<file path="config.mk">
export PLATFORM = sky130hd
export DESIGN_NAME = nand_sweep_ctrl
export DESIGN_NICKNAME = d
export VERILOG_FILES = /design/src/rtl/nand_sweep_ctrl.sv
export SDC_FILE = /design/constraint.sdc
export NUM_CORES = 1
export LEC_CHECK = 0
export CAP_MARGIN = 15
export CORE_MARGIN = 1
export CORE_UTILIZATION = 45
export DETAILED_ROUTE_END_ITERATION = 8
export PLACE_DENSITY_LB_ADDON = 0.1
export SETUP_SLACK_MARGIN = 0.15
export SYNTH_ARGS = -nofsm -noshare
export SYNTH_HDL_FRONTEND = slang
export SYNTH_SLANG_ARGS = --single-unit
</file>
<file path="constraint.sdc">
create_clock -name clk -period 1.4 [get_ports clk]
set_input_delay 0.28 -clock clk [delete_from_list [all_inputs] [get_ports clk]]
set_output_delay 0.28 -clock clk [all_outputs]
set_load 0.05 [all_outputs]
</file>
<file path="src/rtl/nand_sweep_ctrl.sv">
// nand_sweep_ctrl: in-system self-check for the NAND top wrapper.
// Drives the four in_a/in_b vectors, lets each settle, samples out_c,
// and flags whether the collected results match the NAND truth table.
//
// Ports:
//   clk      in   rising-edge clock
//   rst_n    in   async active-low reset (release sampled on clk)
//   start    in   sweep request, level-sensitive, sampled in IDLE only
//   drv_a    out  registered drive for top.in_a (idx[1])
//   drv_b    out  registered drive for top.in_b (idx[0])
//   dut_c    in   top.out_c (combinational from the gate)
//   busy     out  high during SETTLE and SAMPLE
//   done     out  one-cycle pulse when a sweep completes
//   result   out  result[i] = dut_c sampled for vector i
//   pass     out  1 iff last sweep gave result == 4'b0111
//   err_cnt  out  saturating failed-sweep count (NAND_SWEEP_ERRCNT_EN only)
//
// Build option: define NAND_SWEEP_ERRCNT_EN to add the err_cnt port.

module nand_sweep_ctrl #(
    parameter int unsigned SETTLE_CYCLES = 1
) (
    input  logic       clk,
    input  logic       rst_n,
    input  logic       start,
    output logic       drv_a,
    output logic       drv_b,
    input  logic       dut_c,
    output logic       busy,
    output logic       done,
    output logic [3:0] result,
    output logic       pass
`ifdef NAND_SWEEP_ERRCNT_EN
    ,
    output logic [7:0] err_cnt
`endif
);

    typedef enum logic [1:0] {
        S_IDLE,
        S_SETTLE,
        S_SAMPLE,
        S_DONE
    } state_t;

    localparam logic [3:0] CNT_LOAD = 4'(SETTLE_CYCLES - 1);
    localparam logic [3:0] GOLDEN   = 4'b0111;

    state_t     state_q, state_d;
    logic [1:0] idx_q, idx_d;
    logic [3:0] cnt_q, cnt_d;
    logic [3:0] res_q, res_d;
    logic       pass_q, pass_d;
    logic       fail;

`ifdef NAND_SWEEP_ERRCNT_EN
    logic [7:0] err_q, err_d;
`endif

    // Verdict of the sweep as it would be with the current sample folded in.
    assign fail = ({dut_c, res_q[2:0]} != GOLDEN);

    always_ff @(posedge clk or negedge rst_n) begin
        if (!rst_n) begin
            state_q <= S_IDLE;
            idx_q   <= 2'd0;
            cnt_q   <= 4'd0;
            res_q   <= 4'd0;
            pass_q  <= 1'b0;
`ifdef NAND_SWEEP_ERRCNT_EN
            err_q   <= 8'd0;
`endif
        end else begin
            state_q <= state_d;
            idx_q   <= idx_d;
            cnt_q   <= cnt_d;
            res_q   <= res_d;
            pass_q  <= pass_d;
`ifdef NAND_SWEEP_ERRCNT_EN
            err_q   <= err_d;
`endif
        end
    end

    always_comb begin
        state_d = state_q;
        idx_d   = idx_q;
        cnt_d   = cnt_q;
        res_d   = res_q;
        pass_d  = pass_q;
`ifdef NAND_SWEEP_ERRCNT_EN
        err_d   = err_q;
`endif
        unique case (state_q)
            S_IDLE: begin
                if (start) begin
                    state_d = S_SETTLE;
                    idx_d   = 2'd0;
                    cnt_d   = CNT_LOAD;
                    res_d   = 4'd0;
                    pass_d  = 1'b0;
                end
            end
            S_SETTLE: begin
                if (cnt_q == 4'd0) begin
                    state_d = S_SAMPLE;
                end else begin
                    cnt_d = cnt_q - 4'd1;
                end
            end
            S_SAMPLE: begin
                res_d[idx_q] = dut_c;
                if (idx_q == 2'd3) begin
                    state_d = S_DONE;
                    pass_d  = !fail;
`ifdef NAND_SWEEP_ERRCNT_EN
                    if (fail && (err_q != 8'hFF)) begin
                        err_d = err_q + 8'd1;
                    end
`endif
                end else begin
                    state_d = S_SETTLE;
                    idx_d   = idx_q + 2'd1;
                    cnt_d   = CNT_LOAD;
                end
            end
            S_DONE: begin
                // idx doubles as the drive register, so clearing it
                // returns drv_a/drv_b to 0 on entry to IDLE.
                state_d = S_IDLE;
                idx_d   = 2'd0;
            end
            default: begin
                state_d = S_IDLE;
            end
        endcase
    end

    assign drv_a  = idx_q[1];
    assign drv_b  = idx_q[0];
    assign busy   = (state_q == S_SETTLE) || (state_q == S_SAMPLE);
    assign done   = (state_q == S_DONE);
    assign result = res_q;
    assign pass   = pass_q;
`ifdef NAND_SWEEP_ERRCNT_EN
    assign err_cnt = err_q;
`endif

endmodule

</file>
Word level (Yosys, flattened, before mapping)

Index checks and enable logic that the tools add are counted.

Eq/ne operators: 10
Multiplexer cells: 18
Reduce and logical (&&, ||, !) cells: 13
Add/sub/neg operators: 2
Order comparisons: 2

Operators by type and width:

| operator                                                                             | number |
|---|---|
| 4-bit 2-to-1 mux                                                                     | 3 |
| 4-bit one-hot mux with 3 select lines                                                | 1 |
| 2-bit 2-to-1 mux                                                                     | 5 |
| 2-bit inequality test (second input constant)                                        | 5 |
| 2-bit one-hot mux with 4 select lines                                                | 1 |
| 4-bit one-hot mux with 2 select lines                                                | 1 |
| 2-bit equality test (second input constant)                                          | 3 |
| 2-bit one-hot mux with 3 select lines                                                | 1 |
| 3-bit AND reduction                                                                  | 2 |
| 3-bit nonzero test                                                                   | 2 |
| 4-bit bitwise mux                                                                    | 1 |
| 4-bit logical NOT                                                                    | 1 |
| 4-bit by 3-bit inequality test with 1-bit output (second input constant)             | 1 |
| 2-bit AND reduction                                                                  | 2 |
| 4-bit AND reduction                                                                  | 1 |
| 4-bit by 1-bit subtractor with 4-bit output (second input constant)                  | 1 |
| 2-bit by 3-bit less-than comparator with 1-bit output (second input constant)        | 1 |
| 1-bit 2-to-1 mux                                                                     | 3 |
| 2-bit by 1-bit adder with 2-bit output (second input constant)                       | 1 |
| 1-bit demux with 2-bit select                                                        | 1 |
| 2-bit by 1-bit equality test with 1-bit output (second input constant)               | 1 |
| 2-bit by 1-bit greater-or-equal comparator with 1-bit output (second input constant) | 1 |
| 2-bit logical NOT                                                                    | 1 |
| 1-bit one-hot mux with 2 select lines                                                | 1 |
| other kinds (4)                                                                      | 4 |

Flip-flop bits (word level): 13
Output and inout port bits: 9
Logic and storage cells: 50
Input port bits: 4

Longest topological paths before layout

Gate-level depths: netlist (run 1).

Depth after elaboration: 6
Depth in mapped cells: 7
Depth with buffers taken out: 5

Least setup slack after synthesis (run 1)

OpenSTA, ideal clock, no wires.

Path kind: register -> register
Start: register idx_q[0]
End: register pass_q, in the netlist pass
Data required time: 1.333 ns
Slack: -0.384 ns
Arrival: 1.716 ns
Library setup time: 0.067 ns
Period minus slack after synthesis: 1.784 ns
Stages on the path, launching flop included: 6
Buffers on the path: 1
Path through: dfrtp_1 -> ha_1 -> clkbuf_1 -> inv_1 -> o41ai_1 -> a22o_1

Longest elaborated chain between the ends: 3

Ends and longest elaborated chain:

| what                            | RTL line | source |
|---|---|---|
| start, declared                 | 50       | `logic [1:0] idx_q, idx_d;` |
| start signal, assigned          | 75       | `idx_q <= idx_d;` |
| 2-bit equality test             | 113      | `if (idx_q == 2'd3) begin` |
| 2-bit inequality test (no line) | -        |  |
| 3-bit AND reduction (no line)   | -        |  |
| end signal, assigned            | 78       | `pass_q <= pass_d;` |
| end, declared                   | 53       | `logic pass_q, pass_d;` |

Every way passes these cells.
A chain may end at the register's enable or synchronous reset.

Worst setup path in the final report (run 1)

Start: register cnt_q[0]
End: register state_q[1]

Longest elaborated chain between the ends: 3

Ends and longest elaborated chain:

| what                            | RTL line | source |
|---|---|---|
| start, declared                 | 51       | `logic [3:0] cnt_q, cnt_d;` |
| start signal, assigned          | 76       | `cnt_q <= cnt_d;` |
| 4-bit logical NOT               | 105      | `if (cnt_q == 4'd0) begin` |
| 2-bit inequality test (no line) | -        |  |
| 2-bit AND reduction (no line)   | -        |  |
| end signal, assigned            | 74       | `state_q <= state_d;` |
| end, declared                   | 49       | `state_t state_q, state_d;` |

Every way passes these cells.

==> run summary, run 1 <==
status: finished with violations
violated checks: negative setup slack
Area growth, synth to finish: 84.6%
antenna violations before repair: 0
final net count: 166
final period utilization: 111%
Cell Area, Placed: 1380 um2
final core occ: 88.8%
CP endpoint kind: flip-flop
RSZ-0062 raised after global routing: yes
later-pin clock latency in the skew report: 290 ps
syn_area_per_cell: 9.63 um2
CP arrival: 1770 ps
Max Clk Rate: 0.644 GHz
fraction of registers with async set or reset after synthesis: 100%
WL/cell: 20.3 um
final hold slack: 202 ps
Final min period: 1550 ps
Synth Flop Type: dfrtp_1
CTS max path bufs: 2
first drt pass iteration count: 4
Leakage: 0.781 nW
vias in the first global route: 885
DIE AREA: 2280 um2
Finished Cell Area: 1740 um2
share of cells above drive strength 1: 60.4%
commonest non-fill, non-tap cells in the layout: buf_4, buf_12, buf_6
Ports: 13
clock skew: 1.10 ps
Chip Height: 47.8 um
Crit Path Max Fanout: 5
filler cell count: 100
Yosys Warn Count: 0
CTS tree: built
Max-slew headroom: 82.7%
via count: 1014
ANT nets after route: 0
# Max-Cap Violations: 0
R2R cell count: 5
number of diodes: 0
Setup WS pre-CTS: -215 ps
H-tree levels: 1
Distinct cells, synth: 37
gr usage total: 25.9%
post-synthesis sequential area ratio: 34.5%
initial core utilization: 48.1%
Port Buf Inserts: 12
Setup crit start kind: flip-flop
Hold-fix buffers, CTS: 0
Sinks on Clock Net: 13
Routed Wire Length: 3570 um
critical path class: flip-flop to flip-flop
Hold Path Class: input port to async pin
Syn Inst Count: 98
# setup viols final: 15
Seq cells post-synth: 13
routability cong.: 0.854
TritonCTS buffer count: 3
clock slew at reported path FFs: 90 ps
CTS root buffer: clkbuf_4
Synth Cell Area: 943 um2
core area: 1960 um2
max-slew violations: 0
Pwr per Cell Area: 2640 nW/um2
maximum number of pins on one net before global-route repair: 11
most common cell after layout, fill and taps aside: buf_4
Syn Nets: 114
measured slew at the worst slew-check pin: 257 ps
DRC: 0
Fin. Hold Viols: 0
Post-synth EDFFs: 0
DRT iter0 DRCs: 49
total power: 0.00460 W
CP Data Required Time: 1620 ps
FP Rows: 16
maximum VDD drop: 2.27 mV
vias per inst: 5.76
first-pass GRT wire length: 3970 um
grt ovf: 0
HPWL after DPL: 1700 um
Die X: 47.8 um
Final Worst Setup Slack: -152 ps
## layout make-up
class                   instances  area, um2  area share (%)
multi-input cells              68        738            42.4
inverters                      10       40.0            2.30
flip-flops and latches         13        332            19.0
clock buffers                   4       26.3            1.51
repair buffers                 54        572            32.8
well taps                      27       33.8            1.94
## Yosys cell counts (2+ instances only)
cell type | n | area share (%)
mux2i_1 | 2 | 2.1
nand2b_1 | 4 | 2.7
a31o_2 | 2 | 1.9
nor2b_1 | 4 | 2.7
a22o_1 | 3 | 2.8
inv_1 | 10 | 4.0
o21ai_0 | 6 | 3.2
nor2_1 | 2 | 0.80
buf_2 | 2 | 1.1
o31ai_1 | 2 | 1.6
nand3_1 | 5 | 2.7
nand3b_1 | 2 | 1.6
clkbuf_1 | 2 | 0.80
a221o_1 | 2 | 2.1
ha_1 | 12 | 16
a21oi_1 | 4 | 2.1
nand2_1 | 2 | 0.80
dfrtp_1 | 13 | 34
## metrics by stage
| stage | std cells | TNS [ps] |
|---|---|---|
| after floorplan | 98 | -617 |
| after global placement | 155 | -1780 |
| after detailed placement | 155 | -1990 |
| after CTS | 168 | -431 |
| after global routing | 176 | -1870 |
| final | 176 | -1230 |
## metal layers
layer,global-route usage (%),share of wire (%),vias up
met5,0,0,-
met4,12.2,3.0,0
met3,7.55,6.2,13
met2,40.5,49,38
met1,32.7,42,512
li1,-,-,451
## worst max-delay path, cell delays in order (launching register included)
cell,delay [ps]
dfrtp_1,400
inv_2,70
ha_1,150
or3b_4,440
a211oi_4,260
a2bb2oi_2,160
## report_power, final
part,switching (W),total (W),internal (W)
registers,0.000195,0.000719,0.000524
logic,0.00171,0.00362,0.00191
clock network,0.000147,0.000258,0.000111
total,0.00205,0.00460,0.00255
## cell families after synthesis
logic type / share of synthesized area (%)
adder cells (fa/ha/maj): 15.9
flip-flops: 34.5
AO/OA/AOI/OAI: 25.5
multiplexers: 2.12
AND/OR/NAND/NOR: 14.1
buffers and inverters: 7.96
## path summary, 6_finish.rpt
check	start	to	slack, ps
max reg2reg	cnt_q[0]	state_q[1]	-150
min in group clk	result[1]	result[1]	620
min reg2reg	result[1]	result[1]	620
max in group asynchronous	rst_n	state_q[1]	780
max	cnt_q[0]	state_q[1]	-150
min	rst_n	result[0]	200
## timing repair
action	4_1_cts	5_1_grt
endpoints found under the setup margin	16	18
resized for setup	26	19
hold endpoints to repair	0	0
buffers inserted	9	8
pin swaps	11	9
## sequential cells by signal, indices dropped and copies added, names as in the netlist
name and cells:
cnt_q 4, result 4, idx_q 2, state_q 2, pass 1
No activity file was read; power rests on OpenSTA's default activity.
==> run 2: changes to the inputs <==
--- a/config.mk
+++ b/config.mk
@@ -7,8 +7,9 @@
 export LEC_CHECK = 0
 export CAP_MARGIN = 15
 export CORE_MARGIN = 1
-export CORE_UTILIZATION = 45
+export CORE_UTILIZATION = 37
 export DETAILED_ROUTE_END_ITERATION = 8
+export MAX_ROUTING_LAYER = met4
 export PLACE_DENSITY_LB_ADDON = 0.1
 export SETUP_SLACK_MARGIN = 0.15
 export SYNTH_ARGS = -nofsm -noshare
==> run summary, run 2 (synthesis results as in run 1) <==
status: finished with violations (unchanged)
violated checks: negative setup slack (unchanged)
total power: 0.00411 W (was 0.00460 W)
Port Buf Inserts: 12 (unchanged)
CP arrival: 1730 ps (was 1770 ps)
final period utilization: 109% (was 111%)
Setup WS pre-CTS: -171 ps (was -215 ps)
DRC: 0 (unchanged)
Pwr per Cell Area: 2460 nW/um2 (was 2640 nW/um2)
CTS tree: built (unchanged)
Chip Height: 52.5 um (was 47.8 um)
later-pin clock latency in the skew report: 280 ps (was 290 ps)
antenna violations before repair: 0 (unchanged)
first drt pass iteration count: 4 (unchanged)
filler cell count: 143 (was 100)
ANT nets after route: 0 (unchanged)
Final min period: 1520 ps (was 1550 ps)
TritonCTS buffer count: 3 (unchanged)
most common cell after layout, fill and taps aside: buf_4 (unchanged)
first-pass GRT wire length: 3930 um (was 3970 um)
Multi-input gate area: 734 um2 (was 738 um2)
Fin. Hold Viols: 0 (unchanged)
CP Data Required Time: 1610 ps (was 1620 ps)
max-slew violations: 0 (unchanged)
clock skew: 10.0 ps (was 1.10 ps)
share of cells above drive strength 1: 57.7% (was 60.4%)
Max-slew headroom: 78.6% (was 82.7%)
FP Rows: 17 (was 16)
DRT iter0 DRCs: 18 (was 49)
Hold Path Class: input port to async pin (unchanged)
Ports: 13 (unchanged)
CTS max path bufs: 2 (unchanged)
Die X: 52.5 um (was 47.8 um)
Final Worst Setup Slack: -121 ps (was -152 ps)
number of diodes: 0 (unchanged)
Max Clk Rate: 0.657 GHz (was 0.644 GHz)
Setup TNS Final: -576 ps (was -1230 ps)
H-tree levels: 1 (unchanged)
Leakage: 0.740 nW (was 0.781 nW)
routability cong.: 0.837 (was 0.854)
Cell Area, Placed: 1360 um2 (was 1380 um2)
Hold-fix buffers, CTS: 0 (unchanged)
# Max-Cap Violations: 0 (unchanged)
measured slew at the worst slew-check pin: 320 ps (was 257 ps)
critical path class: flip-flop to flip-flop (unchanged)
maximum VDD drop: 1.82 mV (was 2.27 mV)
Crit Path Max Fanout: 6 (was 5)
Sinks on Clock Net: 13 (unchanged)
register cell area after layout: 328 um2 (was 332 um2)
vias per inst: 5.22 (was 5.76)
initial core utilization: 41.1% (was 48.1%)
CTS root buffer: clkbuf_4 (unchanged)
commonest non-fill, non-tap cells in the layout: buf_4, dfrtp_1, buf_12 (was buf_4, buf_12, buf_6)
HPWL after DPL: 1630 um (was 1700 um)
final net count: 159 (was 166)
WL/cell: 14.2 um (was 20.3 um)
vias in the first global route: 858 (was 885)
gr usage total: 20.2% (was 25.9%)
CP endpoint kind: flip-flop (unchanged)
Setup crit start kind: flip-flop (unchanged)
via count: 887 (was 1014)
maximum number of pins on one net before global-route repair: 11 (unchanged)
grt ovf: 0 (unchanged)
core area: 2300 um2 (was 1960 um2)
Finished Cell Area: 1670 um2 (was 1740 um2)
Area growth, synth to finish: 77.1% (was 84.6%)
RSZ-0062 raised after global routing: yes (unchanged)
DIE AREA: 2760 um2 (was 2280 um2)
# setup viols final: 12 (was 15)
clock slew at reported path FFs: 90 ps (about the same)
Routed Wire Length: 2410 um (was 3570 um)
## run 2: what timing repair did
item	in CTS	in global routing
setup buffers	7	5
pin swaps	7	11
endpoints found under the setup margin	16	17
resized for setup	18	25
## run 2: power by group
| group | total, W | internal (W) | switching (W) | leakage, nW |
|---|---|---|---|---|
| Sequential | 0.000678 | 0.000516 | 0.000162 | 0.171 |
| Combinational | 0.00319 | 0.00169 | 0.00150 | 0.554 |
| Clock | 0.000236 | 0.000111 | 0.000126 | 0.0150 |
## run 2: final timing paths
path	cells after the start	end	from	slack (ps)
min	1	result[2]	rst_n	230
max reg2reg	5	state_q[1]	cnt_q[0]	-120
min reg2reg	2	cnt_q[0]	cnt_q[0]	600
max in group asynchronous	2	cnt_q[3]	rst_n	740
max	5	state_q[1]	cnt_q[0]	-120
min in group clk	2	cnt_q[0]	cnt_q[0]	600
## run 2: critical path, stage by stage, from the launching register on
cell,delay [ps]
dfrtp_1,390
inv_2,80
ha_4,120
or3b_4,420
a211oi_2,260
a2bb2oi_2,170
## run 2: routing by layer
metal / share of wire, % / global-route usage [%] / up-vias
met4: 0.54 / 4.39 / 0
met5: 0 / - / -
li1: - / - / 443
met3: 3.6 / 5.22 / 2
met2: 48 / 32.7 / 20
met1: 48 / 25.2 / 422
## run 2: final cells by class
cell class / instances / share of cell area (%)
clock buffer: 4 / 1.57
inverter: 10 / 2.40
multi-input combinational: 68 / 44.0
sequential: 13 / 19.6
tap: 28 / 2.10
timing repair buffer: 47 / 30.3
## run 2: per-stage QoR
step	hold WS, ps	cells	utilization [%]
3_5_place_dp	539	154	59.3
2_1_floorplan	-15.6	98	-
5_1_grt	240	170	72.7
4_1_cts	229	165	66.0
6_report	231	170	72.7
3_3_place_gp	537	154	59.3
